===== src/rtl/cpu_exec_pkg.sv =====
// cpu_exec_pkg: shared definitions for the CPU execution unit.
// Contents: command codes, ALU function codes, flag bit positions,
// motherboard controller request/status codes, sequencer states and
// internal bus source selectors.
package cpu_exec_pkg;

  typedef enum logic [2:0] {
    CMD_NOP     = 3'd0,
    CMD_LDT1    = 3'd1,
    CMD_LDT2    = 3'd2,
    CMD_ALU     = 3'd3,
    CMD_SETADDR = 3'd4,
    CMD_SETWD   = 3'd5,
    CMD_MEMWR   = 3'd6,
    CMD_MEMRD   = 3'd7
  } cmd_e;

  typedef enum logic [3:0] {
    ALU_ADD  = 4'd0,
    ALU_ADC  = 4'd1,
    ALU_SUB  = 4'd2,
    ALU_SBB  = 4'd3,
    ALU_AND  = 4'd4,
    ALU_OR   = 4'd5,
    ALU_XOR  = 4'd6,
    ALU_NOT  = 4'd7,
    ALU_SHL1 = 4'd8,
    ALU_SHR1 = 4'd9,
    ALU_SAR1 = 4'd10,
    ALU_INC  = 4'd11,
    ALU_DEC  = 4'd12,
    ALU_PST1 = 4'd13,
    ALU_PST2 = 4'd14,
    ALU_CMP  = 4'd15
  } alu_op_e;

  localparam int FLAG_Z = 0;
  localparam int FLAG_C = 1;
  localparam int FLAG_N = 2;
  localparam int FLAG_V = 3;
  localparam int FLAG_P = 4;

  localparam logic [1:0] CTRL_NONE  = 2'd0;
  localparam logic [1:0] CTRL_READ  = 2'd1;
  localparam logic [1:0] CTRL_WRITE = 2'd2;

  localparam logic [1:0] STAT_IDLE = 2'd0;
  localparam logic [1:0] STAT_BUSY = 2'd1;
  localparam logic [1:0] STAT_DONE = 2'd2;

  // Last wait-counter value before a timeout abort (255 wait cycles total).
  localparam logic [7:0] TIMEOUT_LAST = 8'd254;

  typedef enum logic [2:0] {
    ST_IDLE    = 3'd0,
    ST_WR_REQ  = 3'd1,
    ST_WR_WAIT = 3'd2,
    ST_RD_REQ  = 3'd3,
    ST_RD_WAIT = 3'd4
  } state_e;

  typedef enum logic [2:0] {
    BUS_NONE = 3'd0,
    BUS_IMM  = 3'd1,
    BUS_ALU  = 3'd2,
    BUS_T1   = 3'd3,
    BUS_T2   = 3'd4,
    BUS_MEM  = 3'd5
  } bus_src_e;

endpackage


===== src/rtl/exec_alu.sv =====
// exec_alu: purely combinational 16-function ALU.
// Ports:
//   op     - ALU function (alu_op_e)
//   a, b   - operands (T1, T2)
//   cin    - carry/borrow in for ADC/SBB
//   result - function result (CMP returns the SUB difference)
//   flags  - {P, V, N, C, Z}
module exec_alu
  import cpu_exec_pkg::*;
#(
  parameter int WORD_WIDTH = 16,
  parameter int FLAG_WIDTH = 5
) (
  input  logic [3:0]            op,
  input  logic [WORD_WIDTH-1:0] a,
  input  logic [WORD_WIDTH-1:0] b,
  input  logic                  cin,
  output logic [WORD_WIDTH-1:0] result,
  output logic [FLAG_WIDTH-1:0] flags
);

  localparam int W = WORD_WIDTH;

  logic              arith;
  logic              is_sub;
  logic              k;
  logic [W-1:0]      y;
  logic [W:0]        u_res;
  logic signed [W:0] s_res;
  logic              c;
  logic              v;
  logic [W-1:0]      r;

  // Signed result one bit wider than the word: overflow when the top two
  // bits disagree.
  function automatic logic signed_ovf(input logic signed [W:0] s);
    return s[W] ^ s[W-1];
  endfunction

  always_comb begin
    arith  = 1'b0;
    is_sub = 1'b0;
    k      = 1'b0;
    y      = '0;
    r      = '0;
    c      = 1'b0;
    v      = 1'b0;
    unique case (alu_op_e'(op))
      ALU_ADD:          begin arith = 1'b1; y = b; end
      ALU_ADC:          begin arith = 1'b1; y = b; k = cin; end
      ALU_SUB, ALU_CMP: begin arith = 1'b1; is_sub = 1'b1; y = b; end
      ALU_SBB:          begin arith = 1'b1; is_sub = 1'b1; y = b; k = cin; end
      ALU_INC:          begin arith = 1'b1; y = {{(W-1){1'b0}}, 1'b1}; end
      ALU_DEC:          begin arith = 1'b1; is_sub = 1'b1; y = {{(W-1){1'b0}}, 1'b1}; end
      ALU_AND:          r = a & b;
      ALU_OR:           r = a | b;
      ALU_XOR:          r = a ^ b;
      ALU_NOT:          r = ~a;
      ALU_SHL1:         begin r = {a[W-2:0], 1'b0};   c = a[W-1]; end
      ALU_SHR1:         begin r = {1'b0, a[W-1:1]};   c = a[0];   end
      ALU_SAR1:         begin r = {a[W-1], a[W-1:1]}; c = a[0];   end
      ALU_PST1:         r = a;
      ALU_PST2:         r = b;
      default:          r = '0;
    endcase

    // Unsigned form gives carry (add) or borrow (sub) in bit W; the
    // sign-extended form gives signed overflow.
    if (is_sub) begin
      u_res = {1'b0, a} - {1'b0, y} - {{W{1'b0}}, k};
      s_res = $signed({a[W-1], a}) - $signed({y[W-1], y}) - $signed({{W{1'b0}}, k});
    end else begin
      u_res = {1'b0, a} + {1'b0, y} + {{W{1'b0}}, k};
      s_res = $signed({a[W-1], a}) + $signed({y[W-1], y}) + $signed({{W{1'b0}}, k});
    end

    if (arith) begin
      r = u_res[W-1:0];
      c = u_res[W];
      v = signed_ovf(s_res);
    end
  end

  assign result = r;

  always_comb begin
    flags         = '0;
    flags[FLAG_Z] = ~|r;
    flags[FLAG_C] = c;
    flags[FLAG_N] = r[W-1];
    flags[FLAG_V] = v;
    flags[FLAG_P] = ~^r;
  end

endmodule


===== src/rtl/cpu_exec_unit.sv =====
// cpu_exec_unit: T1/T2 temporaries, ALU, internal operand bus and the
// motherboard read/write handshake sequencer behind one valid/ready port.
// Ports:
//   clk, rst (async, active-low)
//   cmd_valid/cmd_ready/cmd_op/cmd_imm - command port
//   alu_opcode, alu_carry              - ALU function and carry-in
//   t1_out, t2_out, alu_flags          - register contents
//   mobo_ctrl, mobo_stat, addr_out,
//   mobodat_out, mobodat_in            - motherboard controller handshake
//   mem_err                            - sticky memory timeout error
// Build option: MOBO_TIMEOUT_EN adds a 255-cycle wait timeout driving
// mem_err; without it the sequencer waits indefinitely and mem_err is 0.
module cpu_exec_unit
  import cpu_exec_pkg::*;
#(
  parameter int WORD_WIDTH = 16,
  parameter int FLAG_WIDTH = 5
) (
  input  logic                  clk,
  input  logic                  rst,
  input  logic                  cmd_valid,
  output logic                  cmd_ready,
  input  logic [2:0]            cmd_op,
  input  logic [WORD_WIDTH-1:0] cmd_imm,
  input  logic [3:0]            alu_opcode,
  input  logic                  alu_carry,
  output logic [WORD_WIDTH-1:0] t1_out,
  output logic [WORD_WIDTH-1:0] t2_out,
  output logic [FLAG_WIDTH-1:0] alu_flags,
  output logic [1:0]            mobo_ctrl,
  input  logic [1:0]            mobo_stat,
  output logic [WORD_WIDTH-1:0] addr_out,
  output logic [WORD_WIDTH-1:0] mobodat_out,
  input  logic [WORD_WIDTH-1:0] mobodat_in,
  output logic                  mem_err
);

  state_e                state_q, state_d;
  logic [1:0]            mobo_ctrl_q, mobo_ctrl_d;
  logic [WORD_WIDTH-1:0] t1_q, t1_d, t2_q, t2_d;
  logic [WORD_WIDTH-1:0] addr_q, addr_d, wdata_q, wdata_d;
  logic [FLAG_WIDTH-1:0] flags_q, flags_d;

  bus_src_e              bus_src;
  logic [WORD_WIDTH-1:0] bus_data;
  logic                  ld_t1, ld_t2, ld_addr, ld_wd, ld_flags;
  logic [WORD_WIDTH-1:0] alu_res;
  logic [FLAG_WIDTH-1:0] alu_flg;

`ifdef MOBO_TIMEOUT_EN
  logic [7:0] cnt_q, cnt_d;
  logic       err_q, err_d;
`endif

  exec_alu #(
    .WORD_WIDTH(WORD_WIDTH),
    .FLAG_WIDTH(FLAG_WIDTH)
  ) u_alu (
    .op    (alu_opcode),
    .a     (t1_q),
    .b     (t2_q),
    .cin   (alu_carry),
    .result(alu_res),
    .flags (alu_flg)
  );

  assign cmd_ready = (state_q == ST_IDLE);

  // Command decode and handshake sequencing. Exactly one bus source is
  // chosen per cycle, so the bus never has competing drivers.
  always_comb begin
    state_d     = state_q;
    mobo_ctrl_d = mobo_ctrl_q;
    bus_src     = BUS_NONE;
    ld_t1       = 1'b0;
    ld_t2       = 1'b0;
    ld_addr     = 1'b0;
    ld_wd       = 1'b0;
    ld_flags    = 1'b0;
`ifdef MOBO_TIMEOUT_EN
    cnt_d       = cnt_q;
    err_d       = err_q;
`endif
    unique case (state_q)
      ST_IDLE: begin
        if (cmd_valid) begin
          case (cmd_e'(cmd_op))
            CMD_LDT1:    begin bus_src = BUS_IMM; ld_t1 = 1'b1; end
            CMD_LDT2:    begin bus_src = BUS_IMM; ld_t2 = 1'b1; end
            CMD_ALU:     begin
              bus_src  = BUS_ALU;
              ld_t1    = (alu_op_e'(alu_opcode) != ALU_CMP);
              ld_flags = 1'b1;
            end
            CMD_SETADDR: begin bus_src = BUS_T1; ld_addr = 1'b1; end
            CMD_SETWD:   begin bus_src = BUS_T2; ld_wd = 1'b1; end
            CMD_MEMWR:   state_d = ST_WR_REQ;
            CMD_MEMRD:   state_d = ST_RD_REQ;
            default:     ;
          endcase
        end
      end
      // Request is raised only once the controller reports IDLE; a stale
      // DONE here is ignored.
      ST_WR_REQ, ST_RD_REQ: begin
        if (mobo_stat == STAT_IDLE) begin
          mobo_ctrl_d = (state_q == ST_RD_REQ) ? CTRL_READ : CTRL_WRITE;
          state_d     = (state_q == ST_RD_REQ) ? ST_RD_WAIT : ST_WR_WAIT;
`ifdef MOBO_TIMEOUT_EN
          cnt_d       = '0;
`endif
        end
      end
      ST_WR_WAIT, ST_RD_WAIT: begin
        if (mobo_stat == STAT_DONE) begin
          mobo_ctrl_d = CTRL_NONE;
          state_d     = ST_IDLE;
          if (state_q == ST_RD_WAIT) begin
            bus_src = BUS_MEM;
            ld_t1   = 1'b1;
          end
        end
`ifdef MOBO_TIMEOUT_EN
        else if (cnt_q == TIMEOUT_LAST) begin
          mobo_ctrl_d = CTRL_NONE;
          state_d     = ST_IDLE;
          err_d       = 1'b1;
        end else begin
          cnt_d = cnt_q + 8'd1;
        end
`endif
      end
      default: begin
        state_d     = ST_IDLE;
        mobo_ctrl_d = CTRL_NONE;
      end
    endcase
  end

  always_comb begin
    unique case (bus_src)
      BUS_IMM: bus_data = cmd_imm;
      BUS_ALU: bus_data = alu_res;
      BUS_T1:  bus_data = t1_q;
      BUS_T2:  bus_data = t2_q;
      BUS_MEM: bus_data = mobodat_in;
      default: bus_data = '0;
    endcase
  end

  always_comb begin
    t1_d    = ld_t1    ? bus_data : t1_q;
    t2_d    = ld_t2    ? bus_data : t2_q;
    addr_d  = ld_addr  ? bus_data : addr_q;
    wdata_d = ld_wd    ? bus_data : wdata_q;
    flags_d = ld_flags ? alu_flg  : flags_q;
  end

  always_ff @(posedge clk or negedge rst) begin
    if (!rst) begin
      state_q     <= ST_IDLE;
      mobo_ctrl_q <= CTRL_NONE;
      t1_q        <= '0;
      t2_q        <= '0;
      addr_q      <= '0;
      wdata_q     <= '0;
      flags_q     <= '0;
    end else begin
      state_q     <= state_d;
      mobo_ctrl_q <= mobo_ctrl_d;
      t1_q        <= t1_d;
      t2_q        <= t2_d;
      addr_q      <= addr_d;
      wdata_q     <= wdata_d;
      flags_q     <= flags_d;
    end
  end

`ifdef MOBO_TIMEOUT_EN
  always_ff @(posedge clk or negedge rst) begin
    if (!rst) begin
      cnt_q <= '0;
      err_q <= 1'b0;
    end else begin
      cnt_q <= cnt_d;
      err_q <= err_d;
    end
  end
  assign mem_err = err_q;
`else
  assign mem_err = 1'b0;
`endif

  assign t1_out      = t1_q;
  assign t2_out      = t2_q;
  assign alu_flags   = flags_q;
  assign mobo_ctrl   = mobo_ctrl_q;
  assign addr_out    = addr_q;
  assign mobodat_out = wdata_q;

endmodule


===== config.mk =====
export PLATFORM = sky130hd
export DESIGN_NAME = cpu_exec_unit
export DESIGN_NICKNAME = d
export VERILOG_FILES = /design/src/rtl/cpu_exec_pkg.sv /design/src/rtl/exec_alu.sv /design/src/rtl/cpu_exec_unit.sv
export SDC_FILE = /design/constraint.sdc
export NUM_CORES = 1
export LEC_CHECK = 0
export BUFFER_PORTS_ARGS = -buffer_cell sky130_fd_sc_hd__buf_2
export CAP_MARGIN = 10
export CORE_MARGIN = 2
export CORE_UTILIZATION = 63
export DETAILED_ROUTE_END_ITERATION = 6
export PLACE_DENSITY = 0.87
export SLEW_MARGIN = 20
export SYNTH_ARGS = -nofsm -noshare
export SYNTH_HDL_FRONTEND = slang
export SYNTH_SLANG_ARGS = --single-unit

===== constraint.sdc =====
create_clock -name clk -period 10.2 [get_ports clk]
set_input_delay 0 -clock clk [delete_from_list [all_inputs] [get_ports clk]]
set_output_delay 0 -clock clk [all_outputs]
set_load 0.05 [all_outputs]

==> flow_metrics.py, run 1 <==
metrics = {
    "clocking": {
        "cts_resized": 0,
        "clkLatencyLatePin_ps": 330,
        "ctsHtreeMaxLevel": 3,
        "clockBufferDepth": 2,
        "root_buffer": "clkbuf_16",
        "cts.clk_slew.worst_paths_ps": 60,
        "cts_tree": "yes",
        "clkSinkCount": 74,
        "numCtsBuffers": 9,
    },
    "die": {
        "io_pins": 118,
        "initial_utilization_pct": 65.29,
        "design.die.area_um2": 12250,
        "fp-row-count": 38,
        "fp.dieH_um": 110.7,
        "die_x_um": 110.7,
        "core-area_um2": 10980,
    },
    "logic_synthesis": {
        "synthCells": 874,
        "synth_cell_type_count": 84,
        "ys_ff_latch": 74,
        "synthArstFlopShare_pct": 100.0,
        "yosysTopAreaCellShare_pct": 25.82,
        "ys_top_cells_by_area": "dfrtp_1 26%, ha_1 15%, o21ai_0 6.1%",
        "ys_seq_area_share_pct": 25.82,
        "syn_area_um2": 7171,
        "yosysWarnings": 0,
        "synthFlopType": "dfrtp_1",
        "synth_fp_nets": 1009,
        "synth.largest_area_cell": "dfrtp_1",
        "synth.avg_cell_area_um2": 8.204,
        "synth_edf_count": 0,
    },
    "power_and_ir_drop": {
        "p_seq_share_pct": 24.7,
        "power.clock.fraction_pct": 17.9,
        "power_leakage_nw": 3.900,
        "ir_worst_vdd_mv": 0.2040,
        "powerDensity_nw_per_um2": 251.8,
        "internal_power_w": 0.001011,
        "total_power_w": 0.002061,
        "netSwitchingFraction_pct": 50.93,
        "switchingPower_w": 0.001050,
        "p_comb_share_pct": 57.3,
    },
    "min_path": {
        "hp-class": "in -> reg",
        "hold_depth": 3,
        "hold_end": "t2_out[9]$_DFFE_PN0P_",
        "min_from": "cmd_imm[9]",
    },
    "timing": {
        "fin_tns_setup_ps": 0,
        "period_share_pct": 46.85,
        "setup_viol": 0,
        "worstMarginPinSlew_ps": 933.8,
        "rsz0062_at_grt": "no",
        "slew_viol_final": 0,
        "maxSlewHeadroom_pct": 37.75,
        "fin_worst_skew_ps": 3.348,
        "fin_ws_ps": 5421,
        "post-route-min-period_ps": 4779,
        "fmax_mhz": 209.2,
        "hold_viol_final": 0,
    },
    "place": {
        "place_hpwl_um": 16580,
        "postPlaceCellArea_um2": 7800,
        "placed_cells": 1094,
        "place.gp.congestion": 1.009,
        "io_buffer_count": 116,
        "dpl_worst_slack_ps": 5308,
    },
    "drt": {
        "wl_met1_um": 8653,
        "met2_length_um": 10480,
        "drc": 11,
        "wl_met3_um": 2039,
        "dr.pass1.iters": 7,
        "drt_wl_total_um": 22320,
        "dr_total_vias": 7341,
        "drtIter0Drc": 1072,
        "ant_nets": 0,
        "routedWlPerCell_um": 20.06,
        "via_per_inst": 6.596,
        "dr.max_layer_used": "met4",
    },
    "setup_path": {
        "cp.required_ps": 10380,
        "reg2reg_depth": 19,
        "crit_type": "reg -> reg",
        "regToRegStartpoint": "t2_out[0]$_DFFE_PN0P_",
        "arrival_ps": 4960,
        "slowest_delay_ps": 500,
        "end_kind": "register",
        "worstSetupStartpointType": "register",
        "slowest_stage": "a311oi_1",
        "reg2reg_to": "alu_flags[4]$_DFFE_PN0P_",
        "critical_path.cell_chain": "nand2b_1 -> nand4_1 -> a21oi_1 -> nor2_1 -> ha_1 -> or2_2 -> fa_1 -> nor2b_1 -> o2111ai_1 -> nand4b_1 -> a31oi_2 -> xnor2_1 -> nor2_1 -> a311oi_1 -> ha_1 -> xnor2_1 -> xnor2_1 -> xnor2_1 -> o21ai_0",
        "crit_top_cell": "xnor2_1",
        "reg2reg_setup_slack_ps": 5420,
        "cp_max_fo": 9,
    },
    "grt": {
        "grt_pass1_vias": 6937,
        "grt_remaining_overflow": 0,
        "grt_pass1_wl_um": 35640,
        "gr-usage-all-layers_pct": 35.77,
        "antenna_found_initial": 0,
        "grt_max_degree": 75,
    },
    "status": {
        "status": "complete, but fails checks",
        "violations": "design-rule violations",
    },
    "finish": {
        "nFillCells": 810,
        "finalInstanceArea_um2": 8184,
        "area_delta_synth_final_pct": 14.13,
        "finalNonFillerCells": 1113,
        "nNetsFinal": 1103,
        "drive_gt1_share_pct": 19.63,
        "diodes": 0,
    },
    "run": {
        "max_cap_viol_count": 0,
    },
}
power by group through the flow:
stage / Clock, W / Sequential [W] / Combinational [W]
after floorplan: 0 / 0.000713 / 0.000647
after global placement: 0 / 0.000502 / 0.00114
after detailed placement: 0 / 0.000505 / 0.00116
after CTS: 0.000368 / 0.000502 / 0.00117
after global routing: 0.000381 / 0.000518 / 0.00128
final: 0.000370 / 0.000510 / 0.00118
routing by layer:
metal | track usage [%] | up-vias
met5 | 0 | -
met4 | 16.75 | 0
met3 | 6.397 | 94
met2 | 59.84 | 482
met1 | 44.97 | 3417
li1 | - | 3348
state kept, by name (all words and copies together) (netlist names):
name         cells
addr_out        16
alu_flags        5
mobo_ctrl        2
mobodat_out     16
state_q          3
t1_out          16
t2_out          16
Yosys cell counts (all sizes together), types with 4 or more instances:
cell type,count
a21o,8
nor2,52
and2,17
o21a,6
a21oi,62
mux2,18
nor3b,4
nand3b,4
nor3,6
and3,7
nand2,102
a21boi,7
o31ai,6
inv,77
nand4,10
ha,88
o21bai,6
a221oi,8
xor2,8
xnor2,25
buf,14
o21ai,90
a222oi,29
nand3,16
clkbuf,29
nor2b,7
a211oi,8
o211ai,17
mux2i,9
dfrtp,74
a22oi,6
nand2b,10
a31oi,5
logic make-up (layout without fill, tap and decap cells):
group                    after synthesis  after routing  synth area share [%]
flip-flops                            74             74                 25.82
AO/OA/AOI/OAI                        281            281                 26.38
other                                  1              1               0.05230
multiplexers                          27             27                 4.083
XOR/XNOR                              33             33                 4.031
adder cells (fa/ha/maj)               90             90                 15.91
AND/OR/NAND/NOR                      248            248                 16.96
buffers and inverters                120            219                 6.753
layout make-up:
type	instances	area (µm²)	share of cell area (%)
clock buffers	9	225.2	2.752
clock inverters	7	123.9	1.514
inverters	77	289.0	3.532
multi-input cells	680	4848	59.24
flip-flops and latches	74	1852	22.63
well taps	140	175.2	2.140
repair buffers	126	670.6	8.194
how the worst max path moves through the flow:
stage	startpoint	end	slack [ps]	depth (start not counted)
3_3_place_gp	alu_opcode[0]	alu_flags[4]$_DFFE_PN0P_	5440	18
6_report	t2_out[0]$_DFFE_PN0P_	alu_flags[4]$_DFFE_PN0P_	5420	19
3_5_place_dp	alu_opcode[0]	alu_flags[4]$_DFFE_PN0P_	5310	18
2_1_floorplan	t2_out[0]$_DFFE_PN0P_	alu_flags[4]$_DFFE_PN0P_	5840	19
5_1_grt	alu_opcode[0]	alu_flags[4]$_DFFE_PN0P_	5140	20
4_1_cts	t2_out[0]$_DFFE_PN0P_	alu_flags[4]$_DFFE_PN0P_	5500	19
through the flow:
step	hold WS, ps	utilization (%)
final	9.157	74.52
after global routing	29.84	74.52
after CTS	7.087	74.38
after detailed placement	180.5	71.02
after global placement	182.8	71.02
after floorplan	-295.6	-
layout by cell type (no fill, tap or decap), types with 4 or more instances in the layout:
master | Yosys | layout
a31oi_1 | 4 | 4
o211ai_1 | 17 | 17
nor2_1 | 50 | 50
nor2b_1 | 7 | 7
clkbuf_16 | 0 | 9
mux2i_1 | 9 | 9
a21oi_1 | 60 | 60
nand2_1 | 101 | 101
nand3b_1 | 4 | 4
nand3_1 | 16 | 16
inv_1 | 76 | 76
o31ai_1 | 6 | 6
a21boi_0 | 5 | 5
buf_4 | 1 | 8
and3_1 | 6 | 6
mux2_2 | 18 | 18
dfrtp_1 | 74 | 74
a21o_1 | 6 | 6
o21bai_1 | 6 | 6
xor2_1 | 8 | 8
a22oi_1 | 5 | 5
ha_1 | 88 | 88
and2_1 | 16 | 16
nand2b_1 | 10 | 10
nand4_1 | 9 | 9
a221oi_1 | 7 | 7
a211oi_1 | 7 | 7
o21ai_0 | 87 | 87
a222oi_1 | 29 | 29
o21a_1 | 6 | 6
buf_2 | 10 | 115
xnor2_1 | 25 | 25
repair_timing:
action / in CTS / in global routing
endpoints found under the setup margin: 0 / 0
hold buffers: 2 / 0
endpoints found under the hold margin: 75 / 0
setup buffers: 0 / 0
critical path: cells and delay by family, from the launching register on:
kind	cells	cell delay (ps)
AOI/OAI and AO/OA	5	1410
xor gates and xnor gates	4	640
adders and majority gates	3	980
DFF	1	490
and+or+nand+nor	7	1120
Note: power is estimated with default switching activity, not from simulation.
==> run 2: changes to the inputs <==
Settings changed: CORE_UTILIZATION 63 to 53, PLACE_DENSITY 0.87 to 0.78.
Clock period 10.2 ns to 4.1 ns, I/O delays scaled along.
==> run 2 against run 1 <==
Compared with the run above: the flow still finishes with violations (design-rule violations); non-clock buffer count rose by 67; cell count is 9.3% higher; wire length up 6.8%; register-to-register slack worse by 5400 ps; largest cell class unchanged; largest power group unchanged; highest routed layer unchanged.
==> flow_metrics.py, run 2 (same netlist as run 1, synthesis figures left out) <==
metrics = {
    "timing": {
        "hold_viol_final": 0,
        "maxSlewHeadroom_pct": 23.12,
        "slew_viol_final": 0,
        "post-route-min-period_ps": 4031,
        "whs_ps": 17.79,
        "period_share_pct": 98.31,
        "setup_viol": 0,
        "rsz0062_at_grt": "yes",
        "fin_worst_skew_ps": 4.791,
        "worstMarginPinSlew_ps": 1153,
        "fmax_mhz": 248.1,
    },
    "die": {
        "design.die.area_um2": 14480,
        "die_x_um": 120.3,
        "fp.dieH_um": 120.3,
        "core-area_um2": 13240,
        "fp-row-count": 42,
        "io_pins": 118,
        "initial_utilization_pct": 54.15,
    },
    "clocking": {
        "cts.clk_slew.worst_paths_ps": 60,
        "clkSinkCount": 74,
        "ctsHtreeMaxLevel": 3,
        "numCtsBuffers": 9,
        "root_buffer": "clkbuf_16",
        "cts_tree": "yes",
        "clkLatencyLatePin_ps": 340,
        "clockBufferDepth": 2,
    },
    "finish": {
        "final_cell_mix": "115 x buf_2, 101 x nand2_1, 87 x ha_1, 83 x o21ai_0, 76 x inv_1",
        "diodes": 0,
        "finalInstanceArea_um2": 8807,
        "area_delta_synth_final_pct": 22.82,
        "nNetsFinal": 1170,
        "final_common_cell": "buf_2",
        "drive_gt1_share_pct": 26.44,
        "nFillCells": 1170,
    },
    "drt": {
        "dr_total_vias": 7474,
        "drt_wl_total_um": 23840,
        "drtIter0Drc": 895,
        "routedWlPerCell_um": 19.61,
        "via_per_inst": 6.146,
        "drc": 1,
        "dr.pass1.iters": 7,
        "ant_nets": 0,
    },
    "setup_path": {
        "reg2reg_to": "alu_flags[4]$_DFFE_PN0P_",
        "reg2reg_setup_slack_ps": 70,
        "crit_type": "reg -> reg",
        "arrival_ps": 4220,
        "reg2reg_depth": 19,
        "end_kind": "register",
        "cp_max_fo": 3,
        "worstSetupStartpointType": "register",
        "regToRegStartpoint": "t2_out[0]$_DFFE_PN0P_",
        "cp.required_ps": 4290,
    },
    "status": {
        "violations": "design-rule violations",
        "status": "complete, but fails checks",
    },
    "grt": {
        "grt-busiest-layer": "met2",
        "met1_usage_pct": 41.00,
        "antenna_found_initial": 0,
        "use_met2_pct": 52.88,
        "grt_max_degree": 75,
        "grt_use_met3_pct": 5.000,
        "grt_remaining_overflow": 0,
        "grt_pass1_wl_um": 36450,
        "gr-usage-all-layers_pct": 31.96,
        "grt_pass1_vias": 7039,
    },
    "place": {
        "place.gp.congestion": 0.9975,
        "place_hpwl_um": 17950,
        "postPlaceCellArea_um2": 8317,
        "io_buffer_count": 116,
    },
    "power_and_ir_drop": {
        "total_power_w": 0.005332,
        "powerDensity_nw_per_um2": 605.4,
        "ir_worst_vdd_mv": 0.5993,
        "power_leakage_nw": 4.221,
    },
    "min_path": {
        "min_from": "cmd_imm[9]",
        "hold_depth": 3,
        "hold_end": "t2_out[9]$_DFFE_PN0P_",
        "hp-class": "in -> reg",
    },
    "run": {
        "max_cap_viol_count": 0,
    },
}
## run 2: timing repair
action,4_1_cts,5_1_grt
hold buffers,4,0
hold endpoints to repair,76,0
buffers inserted,2,3
gates resized for setup,6,18
gates cloned,0,0
pin swaps,10,20
setup endpoints to repair,1,1
## run 2: area by class of cell
class,instances,area [µm²],share of cell area (%)
multi-input combinational,680,4970,56.43
clock buffer,9,225.2,2.557
sequential,74,1856,21.07
timing repair buffer,193,1171,13.30
inverter,77,289.0,3.282
tap,176,220.2,2.500
clock inverter,7,76.32,0.8666
## run 2: worst max-delay path by stage
stage                     startpoint                  endpoint  slack [ps]  depth (start not counted)
2_1_floorplan  t2_out[0]$_DFFE_PN0P_  alu_flags[4]$_DFFE_PN0P_           5                         19
3_3_place_gp   t2_out[0]$_DFFE_PN0P_  alu_flags[4]$_DFFE_PN0P_         -10                         19
3_5_place_dp   t2_out[0]$_DFFE_PN0P_  alu_flags[4]$_DFFE_PN0P_         -70                         19
4_1_cts        t2_out[0]$_DFFE_PN0P_  alu_flags[4]$_DFFE_PN0P_         0.1                         20
5_1_grt        t2_out[0]$_DFFE_PN0P_  alu_flags[4]$_DFFE_PN0P_        -170                         20
6_report       t2_out[0]$_DFFE_PN0P_  alu_flags[4]$_DFFE_PN0P_          70                         19
## run 2: per-stage QoR
step	TNS [ps]	util, %	worst slack [ps]	cells
final	0	66.51	69.13	1216
after detailed placement	-74.17	62.80	-74.17	1191
after global placement	-14.24	62.80	-14.24	1191
after floorplan	0	-	5.429	874
after global routing	-170.3	66.51	-170.3	1216
after CTS	0	65.75	0.1412	1213
## run 2: power breakdown
group / internal (W) / leakage (nW) / switching, W
Sequential: 0.000923 / 0.971 / 0.000177
Clock: 0.000475 / 0.142 / 0.000329
Combinational: 0.00122 / 3.11 / 0.00221
Total: 0.00262 / 4.22 / 0.00271
## run 2: critical path, stage by stage, from the launching register on
cell and delay, ps:
dfrtp_2 410, nand2b_4 140, nand4_1 120, and3_1 170
nor2_1 50, ha_2 170, or2_4 230, fa_2 400
nor2b_4 140, o2111ai_2 210, nand4b_1 210, a31oi_4 260
xnor2_1 170, nor2_1 90, a311oi_2 290, ha_1 280
xnor2_1 170, xnor2_1 150, xnor2_1 140, o21ai_1 70
## run 2: layer usage
layer | vias up | part of all wire [%]
met5 | - | 0
met4 | 0 | 4.8
met3 | 86 | 7.6
met2 | 402 | 47
met1 | 3509 | 40
li1 | 3477 | -
==> run 3: changes to the inputs <==
Settings changed: PLACE_DENSITY 0.78 to 0.77, SYNTH_HIERARCHICAL set to 1.
==> run 3 against run 2 <==
Compared with the run above: the run ends with negative setup slack left; die area up 8.7%; clock skew up 3.3 ps; sequential power down 7%; synthesized cell count up 2.3%; maximum frequency down 6.6%; utilization up 3.1 points; critical path depth unchanged; register-to-register slack worse by 280 ps; wire length up 17%; power down 3.8%; cell count up 5.8%; sequential share of layout area down 2.7 points; critical path type unchanged.
==> flow_metrics.py, run 3 <==
metrics = {
    "status": {
        "status": "complete, but fails checks",
        "violations": "negative setup slack",
    },
    "grt": {
        "grt_pass1_vias": 8049,
        "grt_pass1_wl_um": 42740,
        "gr-usage-all-layers_pct": 33.54,
        "grt_max_degree": 75,
        "antenna_found_initial": 1,
        "grt_remaining_overflow": 0,
    },
    "setup_path": {
        "worstSetupStartpointType": "register",
        "cp.required_ps": 4320,
        "startpoint": "t2_out[0]$_DFFE_PN0P_",
        "endpoint": "alu_flags[4]$_DFFE_PN0P_",
        "end_kind": "register",
        "reg2reg_depth": 19,
        "cp_max_fo": 3,
        "regToRegStartpoint": "t2_out[0]$_DFFE_PN0P_",
        "reg2reg_to": "alu_flags[4]$_DFFE_PN0P_",
        "arrival_ps": 4530,
        "crit_type": "reg -> reg",
        "reg2reg_setup_slack_ps": -210,
    },
    "drt": {
        "drt_wl_total_um": 27960,
        "dr.pass1.iters": 7,
        "dr_total_vias": 8338,
        "drc": 0,
        "drtIter0Drc": 1259,
        "via_per_inst": 6.479,
        "ant_nets": 0,
        "routedWlPerCell_um": 21.72,
    },
    "clocking": {
        "clockBufferDepth": 2,
        "clkLatencyLatePin_ps": 340,
        "clkSinkCount": 74,
        "root_buffer": "clkbuf_16",
        "numCtsBuffers": 9,
        "cts_tree": "yes",
        "cts.clk_slew.worst_paths_ps": 60,
        "ctsHtreeMaxLevel": 3,
    },
    "die": {
        "fp.dieH_um": 125.5,
        "initial_utilization_pct": 54.00,
        "fp-row-count": 44,
        "die_x_um": 125.5,
        "core-area_um2": 14480,
        "io_pins": 118,
        "design.die.area_um2": 15740,
    },
    "power_and_ir_drop": {
        "ir_worst_vdd_mv": 0.5277,
        "powerDensity_nw_per_um2": 508.4,
        "power_leakage_nw": 5.008,
    },
    "place": {
        "postPlaceCellArea_um2": 9279,
        "place.gp.congestion": 0.9859,
        "place_hpwl_um": 19880,
        "dpl_worst_slack_ps": -393.5,
        "io_buffer_count": 116,
    },
    "logic_synthesis": {
        "yosysWarnings": 6,
        "synthFlopType": "dfrtp_1",
        "synth_most_common_cell": "ha_1",
        "synth_fp_nets": 1029,
        "synth.avg_cell_area_um2": 8.746,
        "synthCells": 894,
        "ys_ff_latch": 74,
        "synth_cell_type_count": 78,
        "yosys-top-cells-count": "88 x ha_1, 84 x mux2_2, 74 x dfrtp_1",
        "synth.largest_area_cell": "dfrtp_1",
        "synthArstFlopShare_pct": 100.0,
        "synth_edf_count": 0,
        "syn_area_um2": 7819,
        "yosysTopAreaCellShare_pct": 23.68,
        "ys_seq_area_share_pct": 23.68,
        "ys_top_cells_by_area": "dfrtp_1 24%, ha_1 14%, mux2_2 12%",
    },
    "timing": {
        "fin_tns_setup_ps": -1553,
        "fin_ws_ps": -214.1,
        "fmax_mhz": 231.8,
        "period_share_pct": 105.2,
        "maxSlewHeadroom_pct": 24.88,
        "whs_ps": 22.77,
        "hold_viol_final": 0,
        "worstMarginPinSlew_ps": 1123,
        "rsz0062_at_grt": "yes",
        "slew_viol_final": 0,
        "post-route-min-period_ps": 4314,
        "fin_worst_skew_ps": 8.078,
        "setup_viol": 22,
    },
    "finish": {
        "seqCellArea_um2": 1853,
        "final_core_utilization_pct": 69.65,
        "finalInstanceArea_um2": 10080,
        "area_delta_synth_final_pct": 28.98,
        "drive_gt1_share_pct": 37.99,
        "multi_input_area_um2": 5812,
        "final_common_cell": "buf_4",
        "nFillCells": 1090,
        "final_cell_mix": "126 x buf_4, 115 x buf_2, 84 x ha_1, 73 x dfrtp_1, 72 x inv_1",
        "nNetsFinal": 1234,
        "diodes": 0,
    },
    "run": {
        "max_cap_viol_count": 0,
    },
    "min_path": {
        "hp-class": "in -> reg",
    },
}
[run 3: changes by cell type after synthesis, moves of 9 or more]
cell,change
mux2_2,+66
a21oi_1,-16
nand4b_1,+15
a221oi_1,+9
a222oi_1,-27
o21ai_0,-57
a22oi_1,+22
o21ai_1,+16
nand3_1,+12
nand2_1,-49
[run 3: cells by family (layout without fill, tap and decap cells)]
family	Yosys count	after routing	synth area share, %
and+or+nand+nor	225	225	15.76
adders and majority gates	90	90	14.59
DFF	74	74	23.68
muxes	98	98	13.92
AOI/OAI and AO/OA	238	238	21.08
xor gates and xnor gates	35	35	3.921
buffers and inverters	133	342	6.993
other	1	1	0.04796
[run 3: cell type report]
type / instances / share of cell area (%)
multi-input cells: 687 / 57.63
flip-flops and latches: 74 / 18.37
repair buffers: 246 / 15.72
inverters: 81 / 3.015
clock buffers: 10 / 2.370
well taps: 184 / 2.283
clock inverters: 5 / 0.6079
[run 3: how the worst min path moves through the flow]
stage	from	end	slack, ps	cells after the start
global placement	rst	addr_out[2]$_DFFE_PN0P_	190	1
floorplan	rst	addr_out[0]$_DFFE_PN0P_	-300	0
global route	cmd_valid	state_q[0]$_DFFE_PN0P_	40	3
finish	cmd_valid	state_q[0]$_DFFE_PN0P_	20	3
CTS	cmd_valid	state_q[0]$_DFFE_PN0P_	2	3
detailed placement	rst	addr_out[15]$_DFFE_PN0P_	210	1
[run 3: metrics by stage]
stage,instances,power (W)
2_1_floorplan,894,0.003009
3_5_place_dp,1258,0.003928
5_1_grt,1287,0.005386
3_3_place_gp,1258,0.003878
6_report,1287,0.005127
4_1_cts,1281,0.004917
[run 3: worst max-delay path, stage by stage, from the launching register on]
cell      delay [ps]
dfrtp_2          410
a22o_1           230
or2_4            250
xnor2_1          130
ha_2             190
a21o_1           180
fa_2             360
nor2b_4          140
o311a_4          400
o21ba_4          210
a21oi_2          130
o21bai_1          80
xnor2_1          170
nand2_1          110
a31o_1           200
ha_1             290
xnor2_1          200
xnor2_1          170
xnor2_1           80
mux2_2           260
[run 3: repair_timing]
action | 4_1_cts | 5_1_grt
setup buffers | 7 | 6
pin swaps | 35 | 32
hold buffers | 1 | 0
endpoints found under the setup margin | 42 | 50
endpoints found under the hold margin | 74 | 0
gates resized for setup | 45 | 34
[run 3: layer usage]
layer	GRT usage (%)	vias to the layer above	wire length [µm]	share of wire, %
met5	0	-	0	0
met4	11.63	0	1103	3.9
met3	4.921	126	2568	9.2
met2	55.61	571	13070	47
met1	44.82	3973	11210	40
li1	-	3668	-	-
[run 3: power by group]
group / leakage [nW] / switching [W] / total [W] / internal, W
Clock: 0.149 / 0.000321 / 0.000810 / 0.000489
Sequential: 1.01 / 0.000151 / 0.00102 / 0.000864
Combinational: 3.85 / 0.00195 / 0.00330 / 0.00136
